## src/rtl/tw_rom_seq_pkg.sv

```systemverilog
// Shared encodings for the twiddle ROM sequencer: FSM states and ROM write-half codes.
package tw_rom_seq_pkg;

  // The ROM decodes this value of `state` as "reading twiddles for the current stage".
  localparam logic [3:0] RUN_STATE = 4'd4;

  typedef enum logic [3:0] {
    StIdle    = 4'd0,
    StCollect = 4'd1,
    StBurstHi = 4'd2,
    StBurstLo = 4'd3,
    StRun     = RUN_STATE,
    StFlush   = 4'd5,
    StArm     = 4'd6,
    StDone    = 4'd7
  } state_e;

  typedef enum logic [1:0] {
    W_IDLE = 2'd0,
    W_HI   = 2'd1,
    W_LO   = 2'd2
  } rom_w_e;

endpackage

```

## src/rtl/tw_load_buf.sv

```systemverilog
// Collect buffer: stores load words in bus order, replays all high halves then all low halves.
module tw_load_buf #(
  parameter int unsigned Depth = 8,
  parameter int unsigned Width = 64
) (
  input  logic             CLK,
  input  logic             rst,
  input  logic             clr,
  input  logic             wr_en,
  input  logic [Width-1:0] wr_data,
  input  logic             rd_adv,
  output logic             wr_last,
  output logic [Width-1:0] rd_data
);

  localparam int unsigned IdxW = $clog2(Depth);

  logic [Width-1:0] mem_q [Depth];
  logic [IdxW-1:0]  wr_idx_q;
  logic [IdxW-1:0]  rd_idx_q;
  logic [IdxW-1:0]  wr_slot;

  // Load index bit 0 selects the half, so halves land in separate banks for linear readout.
  assign wr_slot = {wr_idx_q[0], wr_idx_q[IdxW-1:1]};
  assign wr_last = wr_en && (wr_idx_q == IdxW'(Depth - 1));
  assign rd_data = mem_q[rd_idx_q];

  always_ff @(posedge CLK) begin
    if (rst || clr) begin
      wr_idx_q <= '0;
      rd_idx_q <= '0;
    end else begin
      if (wr_en) wr_idx_q <= wr_idx_q + 1'b1;
      if (rd_adv) rd_idx_q <= rd_idx_q + 1'b1;
    end
  end

  always_ff @(posedge CLK) begin
    if (wr_en) mem_q[wr_slot] <= wr_data;
  end

endmodule

```

## src/rtl/tw_rom_seq_ctrl.sv

```systemverilog
// Twiddle ROM sequencer: reloads stage-0 twiddles as one 8-cycle burst and steps the NTT stages.
module tw_rom_seq_ctrl
  import tw_rom_seq_pkg::*;
#(
  parameter int unsigned SC_WIDTH   = 3,
  parameter int unsigned S_WIDTH    = 4,
  parameter int unsigned HDW        = 64,
  parameter int unsigned NUM_STAGE  = 3,
  parameter int unsigned LOAD_WORDS = 4,
  parameter int unsigned STAGE_LEN  = 256,
  parameter int unsigned CNT_W      = 10
) (
  input  logic                CLK,
  input  logic                rst,
  input  logic                load_start,
  input  logic                run_start,
  input  logic                ld_valid,
  input  logic [HDW-1:0]      ld_data,
  output logic                ld_ready,
  output logic [SC_WIDTH-1:0] stage_counter,
  output logic                CEN,
  output logic [S_WIDTH-1:0]  state,
  output logic [1:0]          ROM5_w,
  output logic [HDW-1:0]      horizontal_data_in,
  output logic                busy,
  output logic                done
);

  localparam logic [CNT_W-1:0]    CycLast   = CNT_W'(STAGE_LEN - 1);
  localparam logic [SC_WIDTH-1:0] LastStage = SC_WIDTH'(NUM_STAGE - 1);

  state_e           st_q;
  logic [CNT_W-1:0] cyc_q;
  logic [1:0]       burst_q;
  logic             beat;
  logic             beat_last;
  logic             buf_clr;
  logic             rd_adv;
  logic [HDW-1:0]   rd_data;

  assign state   = S_WIDTH'(st_q);
  assign beat    = ld_valid && ld_ready;
  assign buf_clr = (st_q == StIdle) && load_start;
  // Advance the read pointer whenever the next burst word is latched onto the ROM bus.
  assign rd_adv  = (st_q == StCollect && beat_last) || (st_q == StBurstHi) ||
                   (st_q == StBurstLo && burst_q != 2'd3);

  tw_load_buf #(
    .Depth (2 * LOAD_WORDS),
    .Width (HDW)
  ) u_load_buf (
    .CLK     (CLK),
    .rst     (rst),
    .clr     (buf_clr),
    .wr_en   (beat),
    .wr_data (ld_data),
    .rd_adv  (rd_adv),
    .wr_last (beat_last),
    .rd_data (rd_data)
  );

  always_ff @(posedge CLK) begin
    if (rst) begin
      st_q               <= StIdle;
      CEN                <= 1'b1;
      ROM5_w             <= W_IDLE;
      horizontal_data_in <= '0;
      stage_counter      <= '0;
      ld_ready           <= 1'b0;
      busy               <= 1'b0;
      done               <= 1'b0;
      cyc_q              <= '0;
      burst_q            <= '0;
    end else begin
      done <= 1'b0;
      case (st_q)
        StIdle: begin
          if (load_start) begin
            st_q     <= StCollect;
            busy     <= 1'b1;
            ld_ready <= 1'b1;
          end else if (run_start) begin
            st_q          <= StArm;
            busy          <= 1'b1;
            stage_counter <= '0;
          end
        end
        StCollect: begin
          if (beat_last) begin
            st_q               <= StBurstHi;
            ld_ready           <= 1'b0;
            ROM5_w             <= W_HI;
            horizontal_data_in <= rd_data;
            burst_q            <= '0;
          end
        end
        StBurstHi: begin
          horizontal_data_in <= rd_data;
          burst_q            <= burst_q + 2'd1;
          if (burst_q == 2'd3) begin
            st_q   <= StBurstLo;
            ROM5_w <= W_LO;
          end
        end
        StBurstLo: begin
          if (burst_q == 2'd3) begin
            st_q               <= StDone;
            ROM5_w             <= W_IDLE;
            horizontal_data_in <= '0;
            done               <= 1'b1;
          end else begin
            horizontal_data_in <= rd_data;
            burst_q            <= burst_q + 2'd1;
          end
        end
        StArm: begin
          st_q  <= StRun;
          CEN   <= 1'b0;
          cyc_q <= '0;
        end
        StRun: begin
          if (cyc_q == CycLast) begin
            CEN <= 1'b1;
            if (stage_counter < LastStage) begin
              st_q          <= StFlush;
              stage_counter <= stage_counter + 1'b1;
            end else begin
              st_q <= StDone;
              done <= 1'b1;
            end
          end else begin
            cyc_q <= cyc_q + 1'b1;
          end
        end
        StFlush: begin
          st_q  <= StRun;
          CEN   <= 1'b0;
          cyc_q <= '0;
        end
        StDone: begin
          st_q <= StIdle;
          busy <= 1'b0;
        end
        default: begin
          st_q     <= StIdle;
          CEN      <= 1'b1;
          ROM5_w   <= W_IDLE;
          ld_ready <= 1'b0;
          busy     <= 1'b0;
        end
      endcase
    end
  end

endmodule

```

## config.mk

```make
export PLATFORM = sky130hd
export DESIGN_NAME = tw_rom_seq_ctrl
export DESIGN_NICKNAME = d
export VERILOG_FILES = /design/src/rtl/tw_rom_seq_pkg.sv /design/src/rtl/tw_load_buf.sv /design/src/rtl/tw_rom_seq_ctrl.sv
export SDC_FILE = /design/constraint.sdc
export NUM_CORES = 1
export LEC_CHECK = 0
export CAP_MARGIN = 20
export CORE_MARGIN = 4
export CORE_UTILIZATION = 63
export CTS_CLUSTER_DIAMETER = 120
export DETAILED_ROUTE_END_ITERATION = 10
export MAX_ROUTING_LAYER = met4
export PLACE_DENSITY_LB_ADDON = 0.2
export SLEW_MARGIN = 30
export SYNTH_ARGS = -nofsm -noshare
export SYNTH_HDL_FRONTEND = slang
export SYNTH_HIERARCHICAL = 1
export SYNTH_SLANG_ARGS = --single-unit
```

## constraint.sdc

```tcl
create_clock -name CLK -period 16.75 [get_ports CLK]
set_input_delay 1.675 -clock CLK [delete_from_list [all_inputs] [get_ports CLK]]
set_output_delay 1.675 -clock CLK [all_outputs]
set_load 0.02 [all_outputs]
```

Yosys cells after proc, flatten, opt, wreduce, memory -nomap -nowiden --
Memory sizes are Yosys's and may differ from the RTL's. A register that Yosys moved wholly into a read port is not among the register bits. Cells that the tools add are included.
Word-level totals: RAM bits 512, logic and storage cells 112, bits in latches 0, ROM bits 0, flip-flop bits (word level) 95, output and inout bits 77, input port bits 69, memories kept 1
Operators by class: bitwise operators 4, reduce and logical (&&, ||, !) cells 26, $mul 0, shift-type cells 0, equality and inequality tests 22, muxes and demuxes 41, add/subtract/negate cells 5, order comparisons 1, divide/modulo/power cells 0
Memories:
- u_load_buf.mem_q | depth 8, width 64, read ports 1, clocked after Yosys merged registers in 1, wr ports 1, line tw_load_buf.sv:18 | logic [Width-1:0] mem_q [Depth];
Operator list (count):
- one-hot mux 64 bit (3 select lines) | 1
- 2-to-1 mux 64 bit | 2
- 2-to-1 mux 4 bit | 6
- one-hot mux 4 bit (6 select lines) | 1
- one-hot mux 10 bit (2 select lines) | 1
- 2-to-1 mux 3 bit | 6
- inequality test 2 bit (second input constant) | 9
- equality test 4 x 3 -> 1 bit (second input constant) | 4
- 2-to-1 mux 2 bit | 6
- OR reduction 6 bit | 2
- adder 10 x 1 -> 10 bit (second input constant) | 1
- equality test 10 x 8 -> 1 bit (second input constant) | 1
- 2-to-1 mux 1 bit | 10
- 2-to-1 mux 10 bit | 1
- AND reduction 5 bit | 2
- OR reduction 5 bit | 2
- adder 3 x 1 -> 3 bit (second input constant) | 3
- equality test 4 x 2 -> 1 bit (second input constant) | 2
- one-hot mux 2 bit (4 select lines) | 1
- AND reduction 2 bit | 4
- one-hot mux 1 bit (3 select lines) | 2
- one-hot mux 2 bit (3 select lines) | 1
- one-hot mux 3 bit (2 select lines) | 1
- AND reduction 3 bit | 2
- 16 further kinds | 28

Depth between registers and ports, before layout --
Gate-level depths: netlist of the first run.
depth after elaboration 7, gate-level depth with buffers 10, gate-level depth less buffers 7

Modules after synthesis --
Netlist of the first run, hierarchy kept.
Modules (own cells, without submodules):
- tw_load_buf | cells each 781, times used 1, sequential area each 15554.9 um^2, area an instance 19595.0 um^2
- tw_rom_seq_ctrl | cells each 373, times used 1, sequential area each 1761.7 um^2, area an instance 3440.8 um^2

Worst setup path before layout of the first run --
No wires, ideal clock.
path type in2reg, start point input port ld_valid, end point memory u_load_buf.mem_q[0][0] (enable), required time 16.185 ns, library setup time 0.565 ns, buffers on the path 0, data arrival time 6.391 ns, path slack 9.794 ns, stages on the path 3, cells stage by stage and2_1 -> nand2b_1 -> nor3_1
Between the ends: longest elaborated chain between the ends 3
RTL lines:
- from (decl) | line tw_rom_seq_ctrl.sv:17 | input logic ld_valid,
- logical AND 1 bit | line tw_rom_seq_ctrl.sv:42 | assign beat = ld_valid && ld_ready;
- 2-to-1 mux 1 bit | line tw_load_buf.sv:39 | if (wr_en) mem_q[wr_slot] <= wr_data;
- 2-to-1 mux 1 bit (not written as such) | line tw_load_buf.sv:39
- to (decl) | line tw_load_buf.sv:18
No other way between the ends.

Worst setup path in the final report of the first run --
start point input port ld_valid, end point register burst_q[0]
Between the ends: longest elaborated chain between the ends 4
RTL lines:
- logical AND 1 bit | line tw_rom_seq_ctrl.sv:42
- named net beat | line tw_rom_seq_ctrl.sv:35 | logic beat;
- logical AND 1 bit | line tw_load_buf.sv:25 | assign wr_last = wr_en && (wr_idx_q == IdxW'(Depth - 1));
- named net beat_last | line tw_rom_seq_ctrl.sv:36 | logic beat_last;
- inequality test 2 bit (no line)
- AND reduction 3 bit (no line)
- to (signal assigned) | line tw_rom_seq_ctrl.sv:99 | burst_q <= burst_q + 2'd1;
- to (signal assigned) | line tw_rom_seq_ctrl.sv:113 | burst_q <= burst_q + 2'd1;
- to (decl) | line tw_rom_seq_ctrl.sv:34 | logic [1:0] burst_q;
The timed path passes the listed nets, and every way through them passes these cells. A chain may end at the register's enable or synchronous reset.

==> run_summary.xml, run 1 <==
<?xml version="1.0" encoding="UTF-8"?>
<metrics>
  <group name="clock_network">
    <metric name="cts.reportedPaths.clkPinSlew" unit="ns">0.06</metric>
    <metric name="cts_resized" unit="">0</metric>
    <metric name="cts.htree.levels" unit="">2</metric>
    <metric name="cts.sink_count" unit="">609</metric>
    <metric name="cts_root_buffer" unit="">sky130_fd_sc_hd__clkbuf_16</metric>
    <metric name="number_of_cts_inserted_buffers" unit="">57</metric>
    <metric name="ctsLongestPathBuffers" unit="">3</metric>
    <metric name="insertion_delay" unit="ns">0.58</metric>
    <metric name="ctsHoldBuffers" unit="">0</metric>
    <metric name="cts_tree" unit="">built</metric>
    <metric name="cts_post_setup_buffers_inserted" unit="">0</metric>
  </group>
  <group name="synthesis">
    <metric name="synth.yosys.warnings" unit="">6</metric>
    <metric name="synthTopCellsByArea" unit="">sky130_fd_sc_hd__edfxtp_1, sky130_fd_sc_hd__mux4_2, sky130_fd_sc_hd__dfxtp_1</metric>
    <metric name="post_synth_net_total" unit="">1229</metric>
    <metric name="asyncSetResetFlopFracSynth" unit="%">0</metric>
    <metric name="synth_area_leader_cell" unit="">sky130_fd_sc_hd__edfxtp_1</metric>
    <metric name="synth_enable_flop_cells" unit="">512</metric>
    <metric name="synth.cell_area" unit="mm²">0.0230</metric>
    <metric name="synth_most_common_cell" unit="">sky130_fd_sc_hd__edfxtp_1</metric>
    <metric name="yosys.cell_types.count" unit="">55</metric>
    <metric name="syn_area_per_cell" unit="µm²">20.0</metric>
    <metric name="synth_flop_cell" unit="">sky130_fd_sc_hd__edfxtp_1</metric>
    <metric name="yosys_register_bits" unit="">609</metric>
    <metric name="syn-instance-count" unit="">1154</metric>
    <metric name="synth.top_cells.by_count" unit="">sky130_fd_sc_hd__edfxtp_1, sky130_fd_sc_hd__mux4_2, sky130_fd_sc_hd__dfxtp_1</metric>
    <metric name="synth_top_area_share" unit="%">66.7</metric>
    <metric name="synth-seq-area-share" unit="%">75.2</metric>
  </group>
  <group name="sta">
    <metric name="grt_setup_unrepaired" unit="">no</metric>
    <metric name="max_slew.worst_pin.slew" unit="ns">1.01</metric>
    <metric name="max_freq" unit="MHz">257</metric>
    <metric name="period_minus_slack" unit="ns">3.89</metric>
    <metric name="finalHoldViolCount" unit="">0</metric>
    <metric name="max_slew_margin" unit="%">32.8</metric>
    <metric name="timing.final.ws_setup" unit="ns">12.86</metric>
    <metric name="setup_tns" unit="ns">0</metric>
    <metric name="holdWs" unit="ns">0.475</metric>
    <metric name="final-max-slew-violation-count" unit="">0</metric>
    <metric name="setup_viol" unit="">0</metric>
    <metric name="post-route-period-util" unit="%">23.2</metric>
    <metric name="finalClockSkew" unit="ns">0.0205</metric>
  </group>
  <group name="placement">
    <metric name="dp_hpwl" unit="µm">23500</metric>
    <metric name="port_buffers" unit="">144</metric>
    <metric name="gp_congestion" unit="">0.776</metric>
    <metric name="detailedPlace.worstSlack" unit="ns">12.06</metric>
  </group>
  <group name="global_route">
    <metric name="grt_pass1_vias" unit="">11700</metric>
    <metric name="global_route.overflow_total" unit="">0</metric>
    <metric name="antenna_found_initial" unit="">2</metric>
    <metric name="total_global_routing_track_utilization" unit="%">24.1</metric>
    <metric name="grt_first_pass_wirelength" unit="µm">69900</metric>
    <metric name="grt_start_max_net_pins" unit="">113</metric>
  </group>
  <group name="power">
    <metric name="switchingPower" unit="µW">930</metric>
    <metric name="cellPowerDensity" unit="mW/mm²">139</metric>
    <metric name="power_report.internal_total" unit="µW">2780</metric>
    <metric name="seqPwrFrac" unit="%">48.2</metric>
    <metric name="netSwitchingFraction" unit="%">25.1</metric>
    <metric name="comb_power_share" unit="%">18.4</metric>
    <metric name="leakage" unit="µW">0.00840</metric>
    <metric name="peakVddDrop" unit="µV">105</metric>
    <metric name="power.clock.fraction" unit="%">33.4</metric>
  </group>
  <group name="status">
    <metric name="outcome" unit="">completed</metric>
  </group>
  <group name="route">
    <metric name="first_pass_iters" unit="">5</metric>
    <metric name="drc" unit="">0</metric>
    <metric name="final_antenna_net_count" unit="">0</metric>
    <metric name="route.detailed.wl_per_inst" unit="µm">25.2</metric>
    <metric name="drt-vias-per-instance" unit="">6.22</metric>
    <metric name="vias_after_detailed_routing" unit="">11300</metric>
    <metric name="initialDrtViolationCount" unit="">919</metric>
    <metric name="routed_wl" unit="µm">45900</metric>
  </group>
  <group name="critical_path">
    <metric name="worstPathArrival" unit="ns">4.40</metric>
    <metric name="critical_path_class" unit="">in2reg</metric>
    <metric name="critical_path.max_fanout" unit="">52</metric>
    <metric name="critical_path.startpoint_type" unit="">input port</metric>
    <metric name="required" unit="ns">17.26</metric>
    <metric name="endpoint_kind" unit="">flop</metric>
  </group>
  <group name="final_layout">
    <metric name="area_delta_synth_final" unit="%">16.2</metric>
    <metric name="finish.net_count" unit="">1382</metric>
    <metric name="final_layout_size_suffix_gt1_share" unit="%">23.5</metric>
  </group>
  <group name="die">
    <metric name="die_area" unit="mm²">0.0397</metric>
    <metric name="row_count" unit="">69</metric>
    <metric name="fp.dieH" unit="µm">199</metric>
    <metric name="die_width" unit="µm">199</metric>
    <metric name="core-area" unit="mm²">0.0358</metric>
    <metric name="io-pin-count" unit="">146</metric>
    <metric name="initial_utilization" unit="%">64.3</metric>
  </group>
  <group name="run">
    <metric name="max-cap-violations" unit="">0</metric>
  </group>
  <group name="worst_hold_path">
    <metric name="hold_path_class" unit="">reg2reg</metric>
  </group>
</metrics>
stage by stage:
step / cells / cell area [µm²] / total power (µW) / util, %
5_1_grt: 1816 / 26800 / 3870 / 74.7
3_5_place_dp: 1706 / 24900 / 2500 / 69.4
3_3_place_gp: 1705 / 24800 / 2480 / 69.3
6_report: 1816 / 26800 / 3710 / 74.7
4_1_cts: 1811 / 26700 / 3740 / 74.4
2_1_floorplan: 1154 / 23000 / 2300 / -
cell usage in the layout, fill, tap and decap left out, drive strengths merged, types with 3 or more instances in the layout:
master,count
edfxtp,512
mux2i,5
nor3,5
nand3,6
nand2,10
nor2,96
ha,6
a31oi,3
dfxtp,97
inv,4
clkinv,14
bufinv,3
nor4,3
o31ai,3
nand2b,6
clkbuf,86
xnor2,5
mux2,64
mux4,128
nor2b,4
or2,3
buf,20
and2,3
clkdlybuf4s50,143
o21ai,8
a22oi,64
a21oi,16
worst max-delay path: stages:
cell and delay [ns]:
sky130_fd_sc_hd__clkdlybuf4s50_1 0.40, sky130_fd_sc_hd__and2_1 0.24, sky130_fd_sc_hd__and2_1 0.21, sky130_fd_sc_hd__a21oi_1 0.28
sky130_fd_sc_hd__or2_2 0.44, sky130_fd_sc_hd__buf_4 0.71, sky130_fd_sc_hd__o21ai_0 0.22, sky130_fd_sc_hd__a21oi_1 0.20
state kept, by name, indices dropped and copies added, names as in the netlist, 2 cells and up, named ones only:
register,count
u_load_buf/rd_idx_q,3
ROM5_w,2
stage_counter,3
cyc_q,10
u_load_buf/mem_q,512
burst_q,2
horizontal_data_in,64
u_load_buf/wr_idx_q,3
state,3
worst paths after layout:
| kind | start | end | slack [ns] | cells past startpoint |
|---|---|---|---|---|
| setup / recovery | ld_valid | burst_q[0]$_SDFFE_PP0P_ | 12.86 | 8 |
| hold / removal | busy$_SDFFE_PP0P_ | busy$_SDFFE_PP0P_ | 0.48 | 2 |
| setup reg to reg | flop | horizontal_data_in[15]$_SDFFE_PP0P_ | 13.83 | 6 |
| hold reg to reg | busy$_SDFFE_PP0P_ | busy$_SDFFE_PP0P_ | 0.48 | 2 |
logic make-up (layout without fill, tap and decap cells):
group	count (synthesis)	in the layout	share of synthesized area, %
other	1	3	0.0163
and+or+nand+nor	150	150	2.99
DFF	609	609	75.2
muxes	197	197	15.9
AOI/OAI and AO/OA	111	111	3.51
buffers and inverters	73	272	1.85
adders and majority gates	6	6	0.326
xor gates and xnor gates	7	7	0.266
routing by layer:
layer	GRT usage, %	part of all wire (%)	wire [µm]
met1	33.0	41	18800
met2	39.5	51	23600
met3	4.06	6.4	2940
met4	4.91	1.2	540
met5	-	0	0
layout make-up:
class	count	area, µm²
well taps	461	577
multi-input cells	472	5350
flip-flops and latches	609	17300
clock inverters	19	165
clock buffers	86	1650
diodes	2	5.00
inverters	4	15.0
fillers	2050	9060
repair buffers	163	1680
power by group through the flow:
| stage | sequential [µW] | clock, µW | combinational, µW |
|---|---|---|---|
| floorplan | 1840 | 0 | 460 |
| finish | 1790 | 1240 | 682 |
| global route | 1800 | 1330 | 735 |
| global placement | 1820 | 0 | 664 |
| detailed placement | 1820 | 0 | 681 |
| CTS | 1790 | 1260 | 686 |
Note: power is estimated with default switching activity, not from simulation.
==> inputs of run 2 (changes only) <==
CORE_UTILIZATION = 59   (was 63)
clock period = 3.85 ns   (was 16.75 ns; I/O delays follow)
==> run 2 against run 1 <==
Effect of this change: setup slack worse by 11 ns; register-to-register slack worse by 12 ns; final cell count up 4.1%; power rose to 4.4 times the previous value; design area up 1.1%; largest cell class unchanged; largest power group unchanged; highest routed layer unchanged.
==> run_summary.xml, run 2 (synthesized netlist as in run 1, its figures left out) <==
<?xml version="1.0" encoding="UTF-8"?>
<metrics>
  <group name="final_layout">
    <metric name="commonest_non_fill_non_tap_cell_in_the_layout" unit="">sky130_fd_sc_hd__edfxtp_1</metric>
    <metric name="biggestRegsByFlops" unit="">u_load_buf/mem_q: 512 flops, horizontal_data_in: 64 flops, cyc_q: 10 flops</metric>
    <metric name="most-common-layout-cells" unit="">sky130_fd_sc_hd__edfxtp_1, sky130_fd_sc_hd__clkdlybuf4s50_1, sky130_fd_sc_hd__mux4_2</metric>
    <metric name="area_delta_synth_final" unit="%">17.5</metric>
    <metric name="register_with_the_highest_flop_count" unit="">u_load_buf/mem_q</metric>
    <metric name="fillers" unit="">2347</metric>
    <metric name="largest_reg_flops" unit="">512</metric>
    <metric name="finish.net_count" unit="">1395</metric>
    <metric name="final_layout_size_suffix_gt1_share" unit="%">24.4</metric>
  </group>
  <group name="global_route">
    <metric name="total_global_routing_track_utilization" unit="%">23.3</metric>
    <metric name="grt_pass1_vias" unit="">12000</metric>
    <metric name="global_route.overflow_total" unit="">0</metric>
    <metric name="grt_first_pass_wirelength" unit="µm">72100</metric>
    <metric name="antenna_found_initial" unit="">2</metric>
    <metric name="grt_start_max_net_pins" unit="">65</metric>
  </group>
  <group name="critical_path">
    <metric name="critPathMaxStageDelay" unit="ns">0.77</metric>
    <metric name="cpMaxStageDelayCell" unit="">sky130_fd_sc_hd__dfxtp_1</metric>
    <metric name="cp_cell_sequence" unit="">clkdlybuf4s50_1</metric>
    <metric name="critical_path.max_fanout" unit="">20</metric>
    <metric name="timing.critical_path.max_delay_family" unit="">flip-flops</metric>
    <metric name="worstPathArrival" unit="ns">2.10</metric>
    <metric name="endpoint_kind" unit="">output pin</metric>
    <metric name="required" unit="ns">3.46</metric>
    <metric name="crit_buf_inv" unit="">1</metric>
    <metric name="critical_path.startpoint_type" unit="">flop</metric>
    <metric name="critical_path_class" unit="">reg2out</metric>
  </group>
  <group name="clock_network">
    <metric name="cts.sink_count" unit="">609</metric>
    <metric name="ctsHoldBuffers" unit="">0</metric>
    <metric name="cts_root_buffer" unit="">sky130_fd_sc_hd__clkbuf_16</metric>
    <metric name="cts_post_setup_buffers_inserted" unit="">0</metric>
    <metric name="cts.htree.levels" unit="">2</metric>
    <metric name="cts_resized" unit="">0</metric>
    <metric name="ctsLongestPathBuffers" unit="">3</metric>
    <metric name="insertion_delay" unit="ns">0.60</metric>
    <metric name="number_of_cts_inserted_buffers" unit="">59</metric>
    <metric name="cts.reportedPaths.clkPinSlew" unit="ns">0.06</metric>
    <metric name="cts_tree" unit="">built</metric>
  </group>
  <group name="placement">
    <metric name="gp_congestion" unit="">0.809</metric>
    <metric name="port_buffers" unit="">144</metric>
    <metric name="dp_hpwl" unit="µm">26200</metric>
    <metric name="detailedPlace.worstSlack" unit="ns">1.11</metric>
  </group>
  <group name="sta">
    <metric name="setup_viol" unit="">0</metric>
    <metric name="max_slew.worst_pin.slew" unit="ns">0.863</metric>
    <metric name="finalHoldViolCount" unit="">0</metric>
    <metric name="holdWs" unit="ns">0.271</metric>
    <metric name="max_slew_margin" unit="%">42.5</metric>
    <metric name="finalClockSkew" unit="ns">0.0155</metric>
    <metric name="period_minus_slack" unit="ns">2.48</metric>
    <metric name="post-route-period-util" unit="%">64.5</metric>
    <metric name="final-max-slew-violation-count" unit="">0</metric>
    <metric name="max_freq" unit="MHz">403</metric>
    <metric name="grt_setup_unrepaired" unit="">no</metric>
    <metric name="timing.final.ws_setup" unit="ns">1.37</metric>
  </group>
  <group name="route">
    <metric name="drt-vias-per-instance" unit="">6.11</metric>
    <metric name="vias_after_detailed_routing" unit="">11500</metric>
    <metric name="route.detailed.wl_per_inst" unit="µm">25.0</metric>
    <metric name="final_antenna_net_count" unit="">0</metric>
    <metric name="first_pass_iters" unit="">7</metric>
    <metric name="routed_wl" unit="µm">47200</metric>
    <metric name="drc" unit="">0</metric>
    <metric name="initialDrtViolationCount" unit="">1014</metric>
  </group>
  <group name="power">
    <metric name="peakVddDrop" unit="µV">527</metric>
    <metric name="leakage" unit="µW">0.00850</metric>
    <metric name="cellPowerDensity" unit="mW/mm²">607</metric>
  </group>
  <group name="die">
    <metric name="fp.dieH" unit="µm">206</metric>
    <metric name="io-pin-count" unit="">146</metric>
    <metric name="row_count" unit="">72</metric>
    <metric name="initial_utilization" unit="%">59.6</metric>
    <metric name="die_width" unit="µm">206</metric>
    <metric name="core-area" unit="mm²">0.0386</metric>
    <metric name="die_area" unit="mm²">0.0423</metric>
  </group>
  <group name="run">
    <metric name="max-cap-violations" unit="">0</metric>
  </group>
  <group name="status">
    <metric name="outcome" unit="">completed</metric>
  </group>
  <group name="worst_hold_path">
    <metric name="hold_path_class" unit="">in2reg</metric>
  </group>
</metrics>
==> run 2: final timing paths <==
path | startpoint | end | slack [ns] | cells after the start
setup / recovery | state[2]$_SDFFE_PP0P_ | state[2] | 1.37 | 1
hold / removal | rst | ld_ready$_SDFFE_PP0P_ | 0.27 | 2
setup reg to reg | u_load_buf/wr_idx_q[1]$_SDFFE_PP0P_ | horizontal_data_in[24]$_SDFFE_PP0P_ | 1.45 | 8
hold reg to reg | burst_q[1]$_SDFFE_PP0P_ | burst_q[1]$_SDFFE_PP0P_ | 0.49 | 2
==> run 2: area by class of cell <==
type	count	area, µm²	area share [%]
sequential	609	17300	64.0
multi-input combinational	472	5370	19.8
timing repair buffer	174	1800	6.66
clock buffer	91	1730	6.39
tap	518	648	2.39
clock inverter	20	175	0.647
inverter	4	15.0	0.0555
antenna	2	5.00	0.0185
==> run 2: layer usage <==
metal | track usage, % | vias up | share of wire (%)
met5 | - | - | 0
met4 | 5.98 | 0 | 1.9
met3 | 3.58 | 71 | 6.4
met2 | 37.8 | 383 | 50
met1 | 31.8 | 6060 | 42
li1 | - | 5027 | -
==> run 2: through the flow <==
stage / utilization [%] / instance area [µm²] / instances / power (µW) / setup TNS, ns
after global routing: 70.0 / 27100 / 1890 / 17100 / 0
after CTS: 70.0 / 27100 / 1888 / 16600 / 0
final: 70.0 / 27100 / 1890 / 16400 / 0
after detailed placement: 65.1 / 25200 / 1777 / 11000 / 0
after floorplan: - / 23000 / 1154 / 9980 / -67.96
after global placement: 65.1 / 25200 / 1777 / 10900 / 0
==> run 2: power breakdown <==
group | internal, µW | switching [µW] | leakage, µW
registers | 7480 | 301 | 0.00541
clock network | 3280 | 2330 | 0.000933
logic | 1510 | 1520 | 0.00216
==> inputs of run 3 (changes only) <==
CORE_UTILIZATION = 53   (was 59)
clock period = 2.2 ns   (was 3.85 ns; I/O delays follow)
==> run 3 against run 2 <==
Effect of this change: power up 75%; non-clock buffer count up 16; sequential power up 74%; via count down 0.55%; core utilization down 6.1 points; register-to-register slack worse by 1.3 ns; clock power up 70%; die area up 11%; routed wire length about the same; sequential share of layout area down 0.96 points; setup slack worse by 1.2 ns.
==> run_summary.xml, run 3 (synthesized netlist as in run 1, its figures left out) <==
<?xml version="1.0" encoding="UTF-8"?>
<metrics>
  <group name="status">
    <metric name="outcome" unit="">completed</metric>
  </group>
  <group name="route">
    <metric name="route.detailed.wl_per_inst" unit="µm">23.9</metric>
    <metric name="final_antenna_net_count" unit="">0</metric>
    <metric name="drt-vias-per-instance" unit="">5.82</metric>
    <metric name="vias_after_detailed_routing" unit="">11500</metric>
    <metric name="drc" unit="">0</metric>
    <metric name="initialDrtViolationCount" unit="">1076</metric>
    <metric name="first_pass_iters" unit="">5</metric>
    <metric name="routed_wl" unit="µm">47200</metric>
  </group>
  <group name="clock_network">
    <metric name="cts.sink_count" unit="">609</metric>
    <metric name="number_of_cts_inserted_buffers" unit="">58</metric>
    <metric name="ctsLongestPathBuffers" unit="">3</metric>
    <metric name="cts_tree" unit="">built</metric>
    <metric name="cts_post_setup_buffers_inserted" unit="">0</metric>
    <metric name="cts.reportedPaths.clkPinSlew" unit="ns">0.06</metric>
    <metric name="insertion_delay" unit="ns">0.61</metric>
    <metric name="cts_root_buffer" unit="">sky130_fd_sc_hd__clkbuf_16</metric>
    <metric name="cts.htree.levels" unit="">2</metric>
  </group>
  <group name="final_layout">
    <metric name="area_delta_synth_final" unit="%">19.3</metric>
    <metric name="commonest_non_fill_non_tap_cell_in_the_layout" unit="">sky130_fd_sc_hd__edfxtp_1</metric>
    <metric name="layout.area.seq" unit="mm²">0.0173</metric>
    <metric name="fillers" unit="">2960</metric>
    <metric name="utilization" unit="%">64.0</metric>
    <metric name="finish.net_count" unit="">1410</metric>
    <metric name="stdcell_area" unit="mm²">0.0275</metric>
    <metric name="register_with_the_highest_flop_count" unit="">u_load_buf/mem_q</metric>
    <metric name="most-common-layout-cells" unit="">sky130_fd_sc_hd__edfxtp_1, sky130_fd_sc_hd__clkdlybuf4s50_1, sky130_fd_sc_hd__mux4_2</metric>
    <metric name="largest_reg_flops" unit="">512</metric>
    <metric name="final_layout_size_suffix_gt1_share" unit="%">25.3</metric>
    <metric name="multi_input_area" unit="mm²">0.00538</metric>
    <metric name="biggestRegsByFlops" unit="">u_load_buf/mem_q: 512 flops, horizontal_data_in: 64 flops, cyc_q: 10 flops</metric>
  </group>
  <group name="sta">
    <metric name="final-max-slew-violation-count" unit="">0</metric>
    <metric name="setup_viol" unit="">0</metric>
    <metric name="finalClockSkew" unit="ns">0.0266</metric>
    <metric name="grt_setup_unrepaired" unit="">no</metric>
    <metric name="max_slew_margin" unit="%">53.0</metric>
    <metric name="post-route-period-util" unit="%">94.2</metric>
    <metric name="timing.final.ws_setup" unit="ns">0.128</metric>
    <metric name="max_freq" unit="MHz">483</metric>
    <metric name="period_minus_slack" unit="ns">2.07</metric>
    <metric name="finalHoldViolCount" unit="">0</metric>
    <metric name="max_slew.worst_pin.slew" unit="ns">0.698</metric>
  </group>
  <group name="die">
    <metric name="row_count" unit="">76</metric>
    <metric name="initial_utilization" unit="%">53.6</metric>
    <metric name="die_area" unit="mm²">0.0469</metric>
    <metric name="fp.dieH" unit="µm">216</metric>
    <metric name="die_width" unit="µm">216</metric>
    <metric name="core-area" unit="mm²">0.0430</metric>
    <metric name="io-pin-count" unit="">146</metric>
  </group>
  <group name="placement">
    <metric name="port_buffers" unit="">144</metric>
    <metric name="detailedPlace.worstSlack" unit="ns">0.0205</metric>
    <metric name="dp_hpwl" unit="µm">26400</metric>
    <metric name="gp_congestion" unit="">0.744</metric>
    <metric name="detailed_place.area" unit="mm²">0.0256</metric>
  </group>
  <group name="critical_path">
    <metric name="worstPathArrival" unit="ns">1.85</metric>
    <metric name="timing.reg2reg.worst_path_depth" unit="">8</metric>
    <metric name="required" unit="ns">1.98</metric>
    <metric name="critical_path.startpoint_type" unit="">flop</metric>
    <metric name="critical_path_class" unit="">reg2out</metric>
    <metric name="critical_path.max_fanout" unit="">13</metric>
    <metric name="rrSetupSlack" unit="ns">0.19</metric>
    <metric name="setup.worst_path.end" unit="">state[0]</metric>
    <metric name="endpoint_kind" unit="">output pin</metric>
    <metric name="worstReg2RegEnd" unit="">burst_q[1]$_SDFFE_PP0P_</metric>
    <metric name="crit-reg2reg-launch" unit="">u_load_buf/wr_idx_q[0]$_SDFFE_PP0P_</metric>
    <metric name="crit_path_start" unit="">state[0]$_SDFFE_PP0P_</metric>
  </group>
  <group name="power">
    <metric name="cellPowerDensity" unit="mW/mm²">1040</metric>
    <metric name="peakVddDrop" unit="µV">647</metric>
    <metric name="post-layout-total-power" unit="µW">28700</metric>
    <metric name="leakage" unit="µW">0.00861</metric>
  </group>
  <group name="global_route">
    <metric name="grt_first_pass_wirelength" unit="µm">72400</metric>
    <metric name="grt_pass1_vias" unit="">11900</metric>
    <metric name="total_global_routing_track_utilization" unit="%">20.9</metric>
    <metric name="antenna_found_initial" unit="">2</metric>
    <metric name="global_route.overflow_total" unit="">0</metric>
    <metric name="grt_start_max_net_pins" unit="">41</metric>
  </group>
  <group name="run">
    <metric name="max-cap-violations" unit="">0</metric>
  </group>
  <group name="worst_hold_path">
    <metric name="hp-start" unit="">rst</metric>
    <metric name="hold_path_class" unit="">in2reg</metric>
  </group>
</metrics>
==> run 3: what timing repair did <==
item                       4_1_cts  5_1_grt
hold buffers                     0        0
hold endpoints to repair         0        0
resized for setup                1        2
setup endpoints to repair        1        2
==> run 3: power breakdown <==
part           switching [µW]  internal, µW  leakage (µW)
sequential                409         13100       0.00541
clock                    4120          5390      0.000880
combinational            2790          2840       0.00232
total                    7320         21300       0.00861
==> run 3: worst min path at each step <==
stage                                                to  slack, ns  cells after the start
floorplan              u_load_buf/mem_q[0][0]$_DFFE_PP_       0.32                      0
global placement                       CEN$_SDFFE_PP1P_       0.44                      1
detailed placement                    busy$_SDFFE_PP0P_       0.47                      2
CTS                 horizontal_data_in[49]$_SDFFE_PP0P_       0.05                      2
global route        horizontal_data_in[43]$_SDFFE_PP0P_       0.07                      2
finish              horizontal_data_in[49]$_SDFFE_PP0P_       0.08                      2
==> run 3: critical path: stages (launching register included) <==
cell and delay, ns:
sky130_fd_sc_hd__dfxtp_2 0.40, sky130_fd_sc_hd__buf_4 0.22, sky130_fd_sc_hd__clkdlybuf4s50_1 0.63
==> run 3: area by class of cell <==
class | count | share of cell area (%)
sequential | 609 | 63.1
multi-input combinational | 472 | 19.6
timing repair buffer | 190 | 7.91
clock buffer | 91 | 5.99
tap | 585 | 2.66
clock inverter | 19 | 0.733
inverter | 4 | 0.0546
antenna | 2 | 0.0182
==> run 3: metal layers <==
metal,part of all wire (%),global-route usage (%),routed length [µm],vias up
met1,44,28.8,20600,6044
met2,49,33.3,23300,294
met3,4.9,3.49,2320,75
met5,0,-,0,-
met4,1.9,5.29,886,0
li1,-,-,-,5065
==> run 3: stage by stage <==
step,std cells,hold WS (ns),TNS [ns]
5_1_grt,1972,0.0709,0
4_1_cts,1970,0.0542,0
2_1_floorplan,1154,0.319,-65.13
3_3_place_gp,1860,0.445,0
3_5_place_dp,1860,0.474,0
6_report,1972,0.0796,0
